## config.mk

```make
export PLATFORM = sky130hd
export DESIGN_NAME = muldiv_sequencer_flat
export DESIGN_NICKNAME = d
export VERILOG_FILES = /design/src/rtl/muldiv_sequencer_if.sv /design/src/rtl/muldiv_sequencer.sv /design/src/flat_wrapper.sv
export SDC_FILE = /design/constraint.sdc
export NUM_CORES = 1
export LEC_CHECK = 0
export BUFFER_PORTS_ARGS = -buffer_cell sky130_fd_sc_hd__buf_2
export CAP_MARGIN = 15
export CORE_MARGIN = 4
export CORE_UTILIZATION = 30
export CTS_BUF_LIST = sky130_fd_sc_hd__clkbuf_4
export CTS_CLUSTER_SIZE = 28
export DETAILED_ROUTE_END_ITERATION = 10
export PLACE_DENSITY = 0.52
export SKIP_LAST_GASP = 1
export SLEW_MARGIN = 10
export SYNTH_ARGS = -nofsm -noshare
export SYNTH_HDL_FRONTEND = slang
export SYNTH_SLANG_ARGS = --single-unit
```

## constraint.sdc

```tcl
create_clock -name clk -period 10.87 [get_ports clk]
set_input_delay 1.087 -clock clk [delete_from_list [all_inputs] [get_ports clk]]
set_output_delay 1.087 -clock clk [all_outputs]
set_load 0.05 [all_outputs]
```

## src/rtl/muldiv_sequencer_if.sv

```systemverilog
// EX-stage handshake between the pipeline and the iterative RV32M multiply/divide sequencer.
// The master is the EX/hazard side and the slave is the sequencer.
interface muldiv_sequencer_if #(
  parameter int XLEN = 32
);
  logic            StartE;
  logic [2:0]      Funct3E;
  logic [XLEN-1:0] SrcAE;
  logic [XLEN-1:0] SrcBE;
  logic            KillE;
  logic            StallReqE;
  logic            Busy;
  logic            Done;
  logic [XLEN-1:0] ResultE;

  modport master (
    output StartE, Funct3E, SrcAE, SrcBE, KillE,
    input  StallReqE, Busy, Done, ResultE
  );

  modport slave (
    input  StartE, Funct3E, SrcAE, SrcBE, KillE,
    output StallReqE, Busy, Done, ResultE
  );
endinterface

```

## src/rtl/muldiv_sequencer.sv

```systemverilog
// Iterative RV32M multiply/divide sequencer: one 64-bit shift/add-subtract step per cycle,
// 32 steps per operation, with a one-cycle fast path for divide-by-zero and signed overflow.
module muldiv_sequencer (
  input logic               clk,
  input logic               rst,
  muldiv_sequencer_if.slave bus
);
  typedef enum logic [1:0] {IDLE, ITER, DONE} state_t;

  state_t      state, state_d;
  logic [2:0]  op, op_d;
  logic [31:0] opb, opb_d;          // multiplicand or divisor magnitude
  logic [63:0] acc, acc_d;          // {hi, lo}: product, or {remainder, quotient}
  logic [4:0]  cnt, cnt_d;
  logic        neg_a, neg_a_d;
  logic        neg_b, neg_b_d;
  logic [31:0] result, result_d;

  // Operand conditioning straight from the EX inputs.
  logic        in_div, sgn_a, sgn_b, in_neg_a, in_neg_b;
  logic [31:0] mag_a, mag_b;
  logic        fast_div0, fast_ovf;
  logic [31:0] fast_result;

  assign in_div    = bus.Funct3E[2];
  assign sgn_a     = in_div ? ~bus.Funct3E[0] : (bus.Funct3E != 3'b011);
  assign sgn_b     = in_div ? ~bus.Funct3E[0] : ~bus.Funct3E[1];
  assign in_neg_a  = sgn_a & bus.SrcAE[31];
  assign in_neg_b  = sgn_b & bus.SrcBE[31];
  assign mag_a     = in_neg_a ? -bus.SrcAE : bus.SrcAE;
  assign mag_b     = in_neg_b ? -bus.SrcBE : bus.SrcBE;
  assign fast_div0 = in_div & (bus.SrcBE == 32'h0);
  assign fast_ovf  = in_div & ~bus.Funct3E[0] & (bus.SrcAE == 32'h8000_0000)
                   & (bus.SrcBE == 32'hFFFF_FFFF);
  assign fast_result = bus.Funct3E[1] ? (fast_div0 ? bus.SrcAE : 32'h0)
                                      : (fast_div0 ? 32'hFFFF_FFFF : 32'h8000_0000);

  // Shared step: shift-add (LSB first) for multiply, restoring subtract (MSB first) for divide.
  logic [32:0] mul_sum, div_diff;
  logic [63:0] mul_next, div_next, step;

  assign mul_sum  = {1'b0, acc[63:32]} + (acc[0] ? {1'b0, opb} : 33'h0);
  assign mul_next = {mul_sum, acc[31:1]};
  assign div_diff = acc[63:31] - {1'b0, opb};
  // A clear borrow bit means the shifted partial remainder covered the divisor.
  assign div_next = div_diff[32] ? {acc[62:0], 1'b0} : {div_diff[31:0], acc[30:0], 1'b1};
  assign step     = op[2] ? div_next : mul_next;

  // Sign fix and result selection applied to the value of the final step.
  logic [63:0] prod;
  logic [31:0] quo, rem, final_result;

  assign prod = (neg_a ^ neg_b) ? -step : step;
  assign quo  = (neg_a ^ neg_b) ? -step[31:0] : step[31:0];
  assign rem  = neg_a ? -step[63:32] : step[63:32];

  always_comb begin
    case (op)
      3'b000:                 final_result = prod[31:0];
      3'b001, 3'b010, 3'b011: final_result = prod[63:32];
      3'b100, 3'b101:         final_result = quo;
      default:                final_result = rem;
    endcase
  end

  always_comb begin
    // NOTE: every target gets its hold value first so no path leaves one unassigned (no latches).
    state_d  = state;
    op_d     = op;
    opb_d    = opb;
    acc_d    = acc;
    cnt_d    = cnt;
    neg_a_d  = neg_a;
    neg_b_d  = neg_b;
    result_d = result;

    if (bus.KillE) begin
      state_d = IDLE;
    end else begin
      case (state)
        IDLE: begin
          if (bus.StartE) begin
            op_d    = bus.Funct3E;
            opb_d   = mag_b;
            acc_d   = {32'h0, mag_a};
            cnt_d   = 5'd0;
            neg_a_d = in_neg_a;
            neg_b_d = in_neg_b;
            if (fast_div0 || fast_ovf) begin
              state_d  = DONE;
              result_d = fast_result;
            end else begin
              state_d = ITER;
            end
          end
        end
        ITER: begin
          acc_d = step;
          cnt_d = cnt + 5'd1;
          if (cnt == 5'd31) begin
            state_d  = DONE;
            result_d = final_result;
          end
        end
        DONE:    state_d = IDLE;
        default: state_d = IDLE;
      endcase
    end
  end

  // NOTE: non-blocking assignments so every register samples pre-edge values together.
  always_ff @(posedge clk) begin
    if (rst) begin
      // NOTE: datapath registers are cleared too; the block is small and a known state eases debug.
      state  <= IDLE;
      op     <= 3'b000;
      opb    <= 32'h0;
      acc    <= 64'h0;
      cnt    <= 5'd0;
      neg_a  <= 1'b0;
      neg_b  <= 1'b0;
      result <= 32'h0;
    end else begin
      state  <= state_d;
      op     <= op_d;
      opb    <= opb_d;
      acc    <= acc_d;
      cnt    <= cnt_d;
      neg_a  <= neg_a_d;
      neg_b  <= neg_b_d;
      result <= result_d;
    end
  end

  assign bus.Busy      = (state == ITER);
  assign bus.Done      = (state == DONE);
  assign bus.ResultE   = result;
  assign bus.StallReqE = bus.StartE & ~bus.Done & ~bus.KillE & ~rst;
endmodule
```

## src/flat_wrapper.sv

```systemverilog
// flat-port wrapper written by rule: the top's interface ports become plain ports
module muldiv_sequencer_flat 
  (clk, rst, bus_StartE, bus_Funct3E, bus_SrcAE, bus_SrcBE, bus_KillE, bus_StallReqE, bus_Busy, bus_Done, bus_ResultE);
  muldiv_sequencer_if bus_i ();
  input logic clk;
  input logic rst;
  input wire logic [$bits(bus_i.StartE)-1:0] bus_StartE;
  input wire logic [$bits(bus_i.Funct3E)-1:0] bus_Funct3E;
  input wire logic [$bits(bus_i.SrcAE)-1:0] bus_SrcAE;
  input wire logic [$bits(bus_i.SrcBE)-1:0] bus_SrcBE;
  input wire logic [$bits(bus_i.KillE)-1:0] bus_KillE;
  output wire logic [$bits(bus_i.StallReqE)-1:0] bus_StallReqE;
  output wire logic [$bits(bus_i.Busy)-1:0] bus_Busy;
  output wire logic [$bits(bus_i.Done)-1:0] bus_Done;
  output wire logic [$bits(bus_i.ResultE)-1:0] bus_ResultE;
  assign bus_i.StartE = bus_StartE;
  assign bus_i.Funct3E = bus_Funct3E;
  assign bus_i.SrcAE = bus_SrcAE;
  assign bus_i.SrcBE = bus_SrcBE;
  assign bus_i.KillE = bus_KillE;
  assign bus_StallReqE = bus_i.StallReqE;
  assign bus_Busy = bus_i.Busy;
  assign bus_Done = bus_i.Done;
  assign bus_ResultE = bus_i.ResultE;
  muldiv_sequencer u_core (.clk(clk), .rst(rst), .bus(bus_i));
endmodule
```

==> results of run 1 <==
[synthesized netlist by cell type, types with 12 or more instances]
| cell | count |
|---|---|
| o22ai_1 | 19 |
| nor4_1 | 30 |
| nand4_1 | 30 |
| o21bai_1 | 12 |
| ha_1 | 71 |
| o21a_1 | 17 |
| nand2_1 | 202 |
| nand3_1 | 38 |
| or3_1 | 27 |
| nand2b_1 | 14 |
| a31oi_1 | 36 |
| o31ai_1 | 32 |
| buf_1 | 15 |
| buf_2 | 14 |
| a311oi_1 | 16 |
| clkbuf_1 | 112 |
| nor2_1 | 248 |
| dfxtp_1 | 140 |
| a2111oi_0 | 14 |
| a211oi_1 | 63 |
| o211ai_1 | 67 |
| o21ai_0 | 145 |
| and2_1 | 51 |
| a21oi_1 | 201 |
| a22oi_1 | 35 |
| xor2_1 | 75 |
| inv_1 | 73 |
| mux2i_1 | 31 |
| xnor2_1 | 96 |
| a21o_1 | 22 |
| nor3_1 | 83 |
[logic make-up (layout without fill, tap and decap cells)]
kind of cell	count (synthesis)	in the layout
DFF	140	140
adders and majority gates	73	73
AOI/OAI and AO/OA	773	773
other	0	3
and+or+nand+nor	789	789
buffers and inverters	221	249
xor gates and xnor gates	171	171
muxes	40	40
[metal layers]
layer  share of wire (%)  global-route usage [%]  up-vias
li1                    -                       -     8206
met1                  44                   35.43     8516
met2                  44                   38.42      925
met3                 8.3                   3.717      133
met4                 3.9                   9.636        0
met5                   0                       0        -
[registers in the layout, indices dropped and copies added (netlist names)]
register,flops
u_core.neg_a,1
u_core.state,2
u_core.acc,64
u_core.bus.ResultE,32
u_core.neg_b,1
u_core.cnt,5
u_core.opb,32
u_core.op,3
[stage by stage]
stage	std cells	power [mW]	worst slack (ns)
floorplan	2207	0.9420	5.665
global placement	2874	1.141	4.941
detailed placement	2874	1.141	4.735
CTS	2906	1.574	4.700
global route	2909	1.654	4.221
finish	2910	1.580	4.576
[layout make-up]
class / count / area [sq um]
fillers: 5531 / 33570
repair buffers: 140 / 798.3
multi-input cells: 1846 / 11730
flip-flops and latches: 140 / 2806
inverters: 77 / 289.0
well taps: 672 / 840.8
diodes: 3 / 7.507
clock buffers: 18 / 135.1
clock inverters: 14 / 196.4
[power by group through the flow]
stage / registers, mW / logic (mW) / clock network, mW
final: 0.558 / 0.589 / 0.432
after global routing: 0.561 / 0.634 / 0.459
after CTS: 0.558 / 0.574 / 0.442
after detailed placement: 0.569 / 0.572 / 0
after global placement: 0.568 / 0.573 / 0
after floorplan: 0.566 / 0.376 / 0
[worst paths after layout]
| path | startpoint | to | slack, ns | cells past startpoint |
|---|---|---|---|---|
| worst max register to register | u_core.acc[31]$_SDFFE_PP0P_ | u_core.bus.ResultE[8]$_SDFFE_PP0P_ | 4.58 | 22 |
| worst min register to register | u_core.bus.ResultE[1]$_SDFFE_PP0P_ | u_core.bus.ResultE[1]$_SDFFE_PP0P_ | 0.49 | 2 |
| worst max-delay path | u_core.acc[31]$_SDFFE_PP0P_ | u_core.bus.ResultE[8]$_SDFFE_PP0P_ | 4.58 | 22 |
| worst min-delay path | u_core.bus.ResultE[1]$_SDFFE_PP0P_ | u_core.bus.ResultE[1]$_SDFFE_PP0P_ | 0.49 | 2 |
[worst max-delay path, cell delays in order, from the launching register on]
cell	delay, ns
dfxtp_1	0.36
inv_1	0.08
ha_1	0.16
inv_1	0.05
fa_1	0.44
a21oi_1	0.23
o221a_4	0.27
a2111oi_4	0.10
o21a_1	0.38
o31ai_4	0.39
o21ai_0	0.35
inv_1	0.22
ha_1	0.25
o21ai_0	0.09
or2_2	0.30
nor2_1	0.21
nand2_1	0.26
or3_1	0.68
nor3_2	0.28
o221ai_1	0.14
nor2b_1	0.17
or4_1	0.53
a311oi_2	0.26
==> summary.txt, run 1 <==
GRT
  • Total grt overflow: 0
  • Largest net degree at the start of global routing: 76
  • First-pass GRT wire length: 104,600 um
  • Number of global-route vias before repair: 16,180
  • Initial antenna violation count: 3
  • GRT Overall Usage: 25.07%

Die
  • Starting Density: 30.44%
  • FP Rows: 82
  • Core region area: 0.05038 sq mm
  • IO Pins: 106
  • DIE AREA: 0.05479 sq mm
  • Die height: 234.1 um
  • Die Wd: 234.1 um

Timing
  • # setup viols final: 0
  • RSZ-0062 raised after global routing: no
  • Tcrit/Tclk final: 57.90%
  • Fin. max-slew vios: 0
  • Total negative slack: 0 ns
  • Post-route minimum period: 6.294 ns
  • Worst slew margin: 30.78%
  • Skew final: 0.04325 ns
  • Max Freq: 0.1589 GHz
  • Worst Tran Pin Value: 1.033 ns
  • Count of final hold-check violations: 0
  • Worst hold slack: 0.4919 ns

Pwr
  • Sw Share: 42.83%
  • Max VDD drop: 0.07896 mV
  • Sequential Power Share: 35.4%
  • Psw: 676.6 uW
  • Leak: 6.147 nW
  • Clk pwr share: 27.3%
  • Comb power frac: 37.3%
  • Pwr per Cell Area: 94.01 mW/mm^2
  • Power Internal: 903.1 uW

Yosys
  • Dominant cells by area after synthesis: dfxtp_1 (18%), a21oi_1 (6.6%), nor2_1 (6.1%)
  • Top cell type's share of synthesized area: 18.28%
  • Largest family of logic cells by synthesized area: compound AO/OA/AOI/OAI gates
  • Average cell area after synthesis: 6.948 sq um
  • Post-synth cell types: 86
  • Mux contribution to synthesized area: 2.685%
  • Number of flops mapped to enable cells by yosys: 0
  • Seq/Total Area, Yosys: 18.28%
  • Synth Flop Type: dfxtp_1
  • Mapped Nets: 2,351
  • Simple-gate share of the synthesized area: 24.37%
  • Flops & latches, synth: 140
  • Compound-Gate Fraction of Synth Area: 33.22%
  • Top cell type by total area after synthesis: dfxtp_1
  • Share of synthesized flip-flops with an asynchronous set or reset: 0%
  • YS warnings: 0
  • Post-synthesis xor/xnor area fraction: 9.767%
  • Adder-Cell Fraction of Synth Area: 6.055%
  • Synthesized area: 0.01533 sq mm
  • Synthesized instance count: 2,207

Clocking
  • Setup Fix Bufs, Post-CTS: 0
  • CTS Hold Bufs: 0
  • Post_cts resized: 0
  • Clock transition at path regs: 0.15 ns
  • Deepest clock path buffer count: 2
  • Clock Tree Root: clkbuf_4
  • CTS tree: done
  • TritonCTS buffer count: 17
  • Clock Sinks: 140
  • H-tree Lvls: 4
  • Later-pin clock latency in the skew report: 0.69 ns

Worst setup path
  • Crit. End Element: register
  • Worst Setup Path Type: register to register
  • Crit path max fanout: 15
  • Crit start category: register
  • WP data required: 11.47 ns
  • Critical Path AT: 6.89 ns

Cells and area
  • Post-layout nets: 2,366
  • Area Growth Syn to Fin: 9.588%
  • Share of cells above drive strength 1: 9.799%
  • Commonest non-fill, non-tap cell in the layout: nor2_1
  • Most frequent cells in the layout: nor2_1 (247), nand2_1 (202), a21oi_1 (201)
  • Fin area: 0.01680 sq mm
  • Fin util: 33.36%

Drt
  • Detailed Route Iter0 Violations: 1,902
  • Drt wl/cell: 24.11 um
  • Remaining antenna violation count after routing: 0
  • Vias/cell: 6.110
  • Routed vias: 17,780
  • Pre-antenna DRT Iters: 8
  • Detailed Route WL: 70,150 um
  • Residual DRC count: 0

Run
  • Max_cap viols: 0

Place
  • Placed Area: 0.01645 sq mm
  • Buffers added on ports: 105
  • Detail Placement HPWL: 54,030 um
  • GPL Wtd Cong: 0.9776

Hold path
  • Hold Crit Class: register to register

Status
  • Status: completed
Note: power is estimated with default switching activity, not from simulation.
==> run 2: changes to the inputs <==
--- a/config.mk
+++ b/config.mk
@@ -5,6 +5,7 @@
 export SDC_FILE = /design/constraint.sdc
 export NUM_CORES = 1
 export LEC_CHECK = 0
+export ABC_AREA = 1
 export BUFFER_PORTS_ARGS = -buffer_cell sky130_fd_sc_hd__buf_2
 export CAP_MARGIN = 15
 export CORE_MARGIN = 4
@@ -12,7 +13,7 @@
 export CTS_BUF_LIST = sky130_fd_sc_hd__clkbuf_4
 export CTS_CLUSTER_SIZE = 28
 export DETAILED_ROUTE_END_ITERATION = 10
-export PLACE_DENSITY = 0.52
+export PLACE_DENSITY = 0.54
 export SKIP_LAST_GASP = 1
 export SLEW_MARGIN = 10
 export SYNTH_ARGS = -nofsm -noshare
==> constraint.sdc (replaced) <==
create_clock -name clk -period 5.1 [get_ports clk]
set_input_delay 0.51 -clock clk [delete_from_list [all_inputs] [get_ports clk]]
set_output_delay 0.51 -clock clk [all_outputs]
set_load 0.05 [all_outputs]
==> run 2 against run 1 <==
Net effect:
- sequential power up 110%
- highest routed layer is now met5
- register-to-register slack worse by 4.1 ns
- largest cell class unchanged
- critical endpoint is now u_core.bus.ResultE[10]$_SDFFE_PP0P_
- area after synthesis up 9.6%
- synthesized cell count up 39%
- wire length up 1.1%
- largest power group unchanged
==> summary.txt, run 2 <==
Status
  • Status: completed

Place
  • GPL Wtd Cong: 0.9846 (+0.72%)
  • Buffers added on ports: 105 (unchanged)
  • Detail Placement HPWL: 56,800 um (+5.1%)
  • DP Worst Slack: 0.4074 ns (-4.328 ns)

Clocking
  • CTS tree: done
  • CTS Hold Bufs: 0 (unchanged)
  • Clock Sinks: 140 (unchanged)
  • Deepest clock path buffer count: 2 (unchanged)
  • Clock Tree Root: clkbuf_4
  • H-tree Lvls: 4 (unchanged)
  • Later-pin clock latency in the skew report: 0.66 ns (-0.03 ns)
  • Setup Fix Bufs, Post-CTS: 0 (unchanged)
  • TritonCTS buffer count: 17 (unchanged)
  • Post_cts resized: 0 (unchanged)
  • Clock transition at path regs: 0.18 ns (+0.03 ns)

Die
  • FP Rows: 86 (+4.9%)
  • Die Wd: 244.7 um (+4.5%)
  • Die height: 244.7 um (+4.5%)
  • DIE AREA: 0.05987 sq mm (+9.3%)
  • Core region area: 0.05531 sq mm (+9.8%)
  • Starting Density: 30.39% (-0.052 points)
  • IO Pins: 106 (unchanged)

Cells and area
  • Post-layout nets: 3,266 (+38%)
  • Share of cells above drive strength 1: 10.02% (+0.22 points)
  • Area Growth Syn to Fin: 9.895%
  • Top reg by flops: u_core.acc
  • Commonest non-fill, non-tap cell in the layout: nand2_1
  • Max reg flops: 64 (unchanged)
  • Most frequent cells in the layout: nand2_1 (880), inv_1 (456), nor2_1 (321)

Yosys
  • Post-synth cell types: 59 (-31%)
  • Top-count cell post-synth: nand2_1
  • Number of flops mapped to enable cells by yosys: 0 (unchanged)
  • Seq/Total Area, Yosys: 16.68% (-1.6 points)
  • Most frequent cells after synthesis: nand2_1 (881), inv_1 (457), nor2_1 (325)
  • Share of synthesized flip-flops with an asynchronous set or reset: 0% (unchanged)
  • Synth Flop Type: dfxtp_1
  • Dominant cells by area after synthesis: nand2_1 (20%), dfxtp_1 (17%), inv_1 (10%)
  • Synthesized area: 0.01681 sq mm (+9.6%)
  • Mapped Nets: 3,204 (+36%)
  • Flops & latches, synth: 140 (unchanged)
  • Top cell type by total area after synthesis: nand2_1
  • YS warnings: 0 (unchanged)
  • Average cell area after synthesis: 5.492 sq um (-21%)
  • Synthesized instance count: 3,060 (+39%)
  • Top cell type's share of synthesized area: 19.68% (+1.4 points)

GRT
  • Largest net degree at the start of global routing: 63 (-17%)
  • Total grt overflow: 0 (unchanged)
  • Number of global-route vias before repair: 17,890 (+11%)
  • GRT Overall Usage: 22.93% (-2.1 points)
  • First-pass GRT wire length: 107,800 um (+3.1%)
  • Initial antenna violation count: 3 (unchanged)

Timing
  • Total negative slack: 0 ns (unchanged)
  • Worst slew margin: 37.24% (+6.5 points)
  • Count of final hold-check violations: 0 (unchanged)
  • Post-route minimum period: 4.651 ns (-1.643 ns)
  • # setup viols final: 0 (unchanged)
  • Max Freq: 0.2150 GHz (+35%)
  • Worst Tran Pin Value: 0.9414 ns (-0.09202 ns)
  • Setup WS post-layout: 0.4492 ns (-4.127 ns)
  • RSZ-0062 raised after global routing: yes
  • Fin. max-slew vios: 0 (unchanged)
  • Skew final: 0.05151 ns (+0.008257 ns)
  • Tcrit/Tclk final: 91.19% (+33 points)

Pwr
  • Leak: 9.535 nW (+55%)
  • Max VDD drop: 0.09859 mV (+25%)
  • Pwr per Cell Area: 178.1 mW/mm^2 (+89%)

Drt
  • Routed vias: 19,900 (+12%)
  • Met1 wire length: 34,090 um (+11%)
  • Detailed Route WL: 70,900 um (+1.1%)
  • Remaining antenna violation count after routing: 0 (unchanged)
  • Detailed Route Iter0 Violations: 2,199 (+16%)
  • DR top layer: met5
  • Pre-antenna DRT Iters: 6 (-2)
  • WL met2: 29,790 um (-3.1%)
  • Drt wl/cell: 18.25 um (-24%)
  • Vias/cell: 5.125 (-16%)
  • Residual DRC count: 0 (unchanged)
  • Wire length on met3: 5426 um (-7.2%)

Worst setup path
  • Crit path max fanout: 14 (-1)
  • Worst Setup Path Type: register to register
  • Slowest cell delay on critical path: 0.40 ns (-0.28 ns)
  • Critical Path AT: 5.27 ns (-1.62 ns)
  • Most frequent cell on the critical path: nand2_1
  • Slowest cell on the critical path: fa_1
  • Crit start category: register
  • WP data required: 5.71 ns (-5.76 ns)
  • Crit. End Element: register

Hold path
  • Hold Crit Class: input port to register

Run
  • Max_cap viols: 0 (unchanged)
-- run 2: cell types whose count changed after synthesis, moves of 46 or more --
cell and delta:
xnor2_1 -77, a211oi_1 -63, a21oi_1 +70, nor2_1 +77, and2_1 -46, o211ai_1 -54, nand3_1 +172, inv_1 +384
nand2_1 +679
-- run 2: final timing paths --
check	startpoint	endpoint	slack, ns	cells after the start
worst min-delay path	bus_SrcBE[8]	u_core.opb[8]$_SDFFE_PP0P_	0.21	4
worst max-delay path	u_core.acc[31]$_SDFFE_PP0P_	u_core.bus.ResultE[10]$_SDFFE_PP0P_	0.45	35
worst min register to register	u_core.acc[18]$_SDFFE_PP0P_	u_core.acc[18]$_SDFFE_PP0P_	0.47	2
worst max register to register	u_core.acc[31]$_SDFFE_PP0P_	u_core.bus.ResultE[10]$_SDFFE_PP0P_	0.45	35
-- run 2: logic make-up (layout without fill, tap and decap cells) --
| logic type | count (synthesis) | count (layout) | synth area share, % |
|---|---|---|---|
| AND/OR/NAND/NOR | 1638 | 1639 | 42.38 |
| buffers and inverters | 571 | 645 | 13.24 |
| AO/OA/AOI/OAI | 564 | 564 | 18.31 |
| flip-flops | 140 | 140 | 16.68 |
| adder cells (fa/ha/maj) | 73 | 73 | 5.524 |
| XOR/XNOR | 73 | 73 | 3.804 |
| multiplexers | 1 | 1 | 0.05956 |
| other | 0 | 1 | 0 |
-- run 2: final cells by class --
class | count | area (sq um)
fillers | 6459 | 36840
multi-input cells | 2350 | 11860
flip-flops and latches | 140 | 2806
inverters | 469 | 1760
well taps | 748 | 935.9
repair buffers | 144 | 830.8
clock inverters | 14 | 136.4
clock buffers | 18 | 135.1
diodes | 1 | 2.502
-- run 2: report_power, final --
group | switching, mW | total (mW) | internal (mW)
Sequential | 0.0452 | 1.19 | 1.14
Combinational | 0.935 | 1.31 | 0.380
Clock | 0.529 | 0.787 | 0.259
-- run 2: worst max-delay path, delay by kind of cell, from the launching register on --
kind                     cells  cell delay, ns
AO/OA/AOI/OAI                2            0.30
XOR/XNOR                     1            0.16
adder cells (fa/ha/maj)      3            0.74
buffers and inverters        3            0.24
flip-flops                   1            0.36
AND/OR/NAND/NOR             26            2.80
-- run 2: metrics by stage --
| step | cells | hold slack [ns] | power (mW) | utilization (%) | area [sq um] |
|---|---|---|---|---|---|
| 6_report | 3884 | 0.2129 | 3.290 | 33.39 | 18470 |
| 3_5_place_dp | 3850 | 0.4598 | 2.484 | 32.81 | 18150 |
| 3_3_place_gp | 3850 | 0.4541 | 2.492 | 32.81 | 18150 |
| 4_1_cts | 3882 | 0.1467 | 3.266 | 33.30 | 18420 |
| 5_1_grt | 3884 | 0.1981 | 3.475 | 33.39 | 18470 |
| 2_1_floorplan | 3060 | 0.4453 | 2.088 | - | 16810 |
-- run 2: per-layer routing --
metal | vias up | GRT usage (%)
met3 | 88 | 2.753
met4 | 2 | 5.840
li1 | 9907 | -
met5 | - | 0
met1 | 9072 | 34.79
met2 | 835 | 34.19
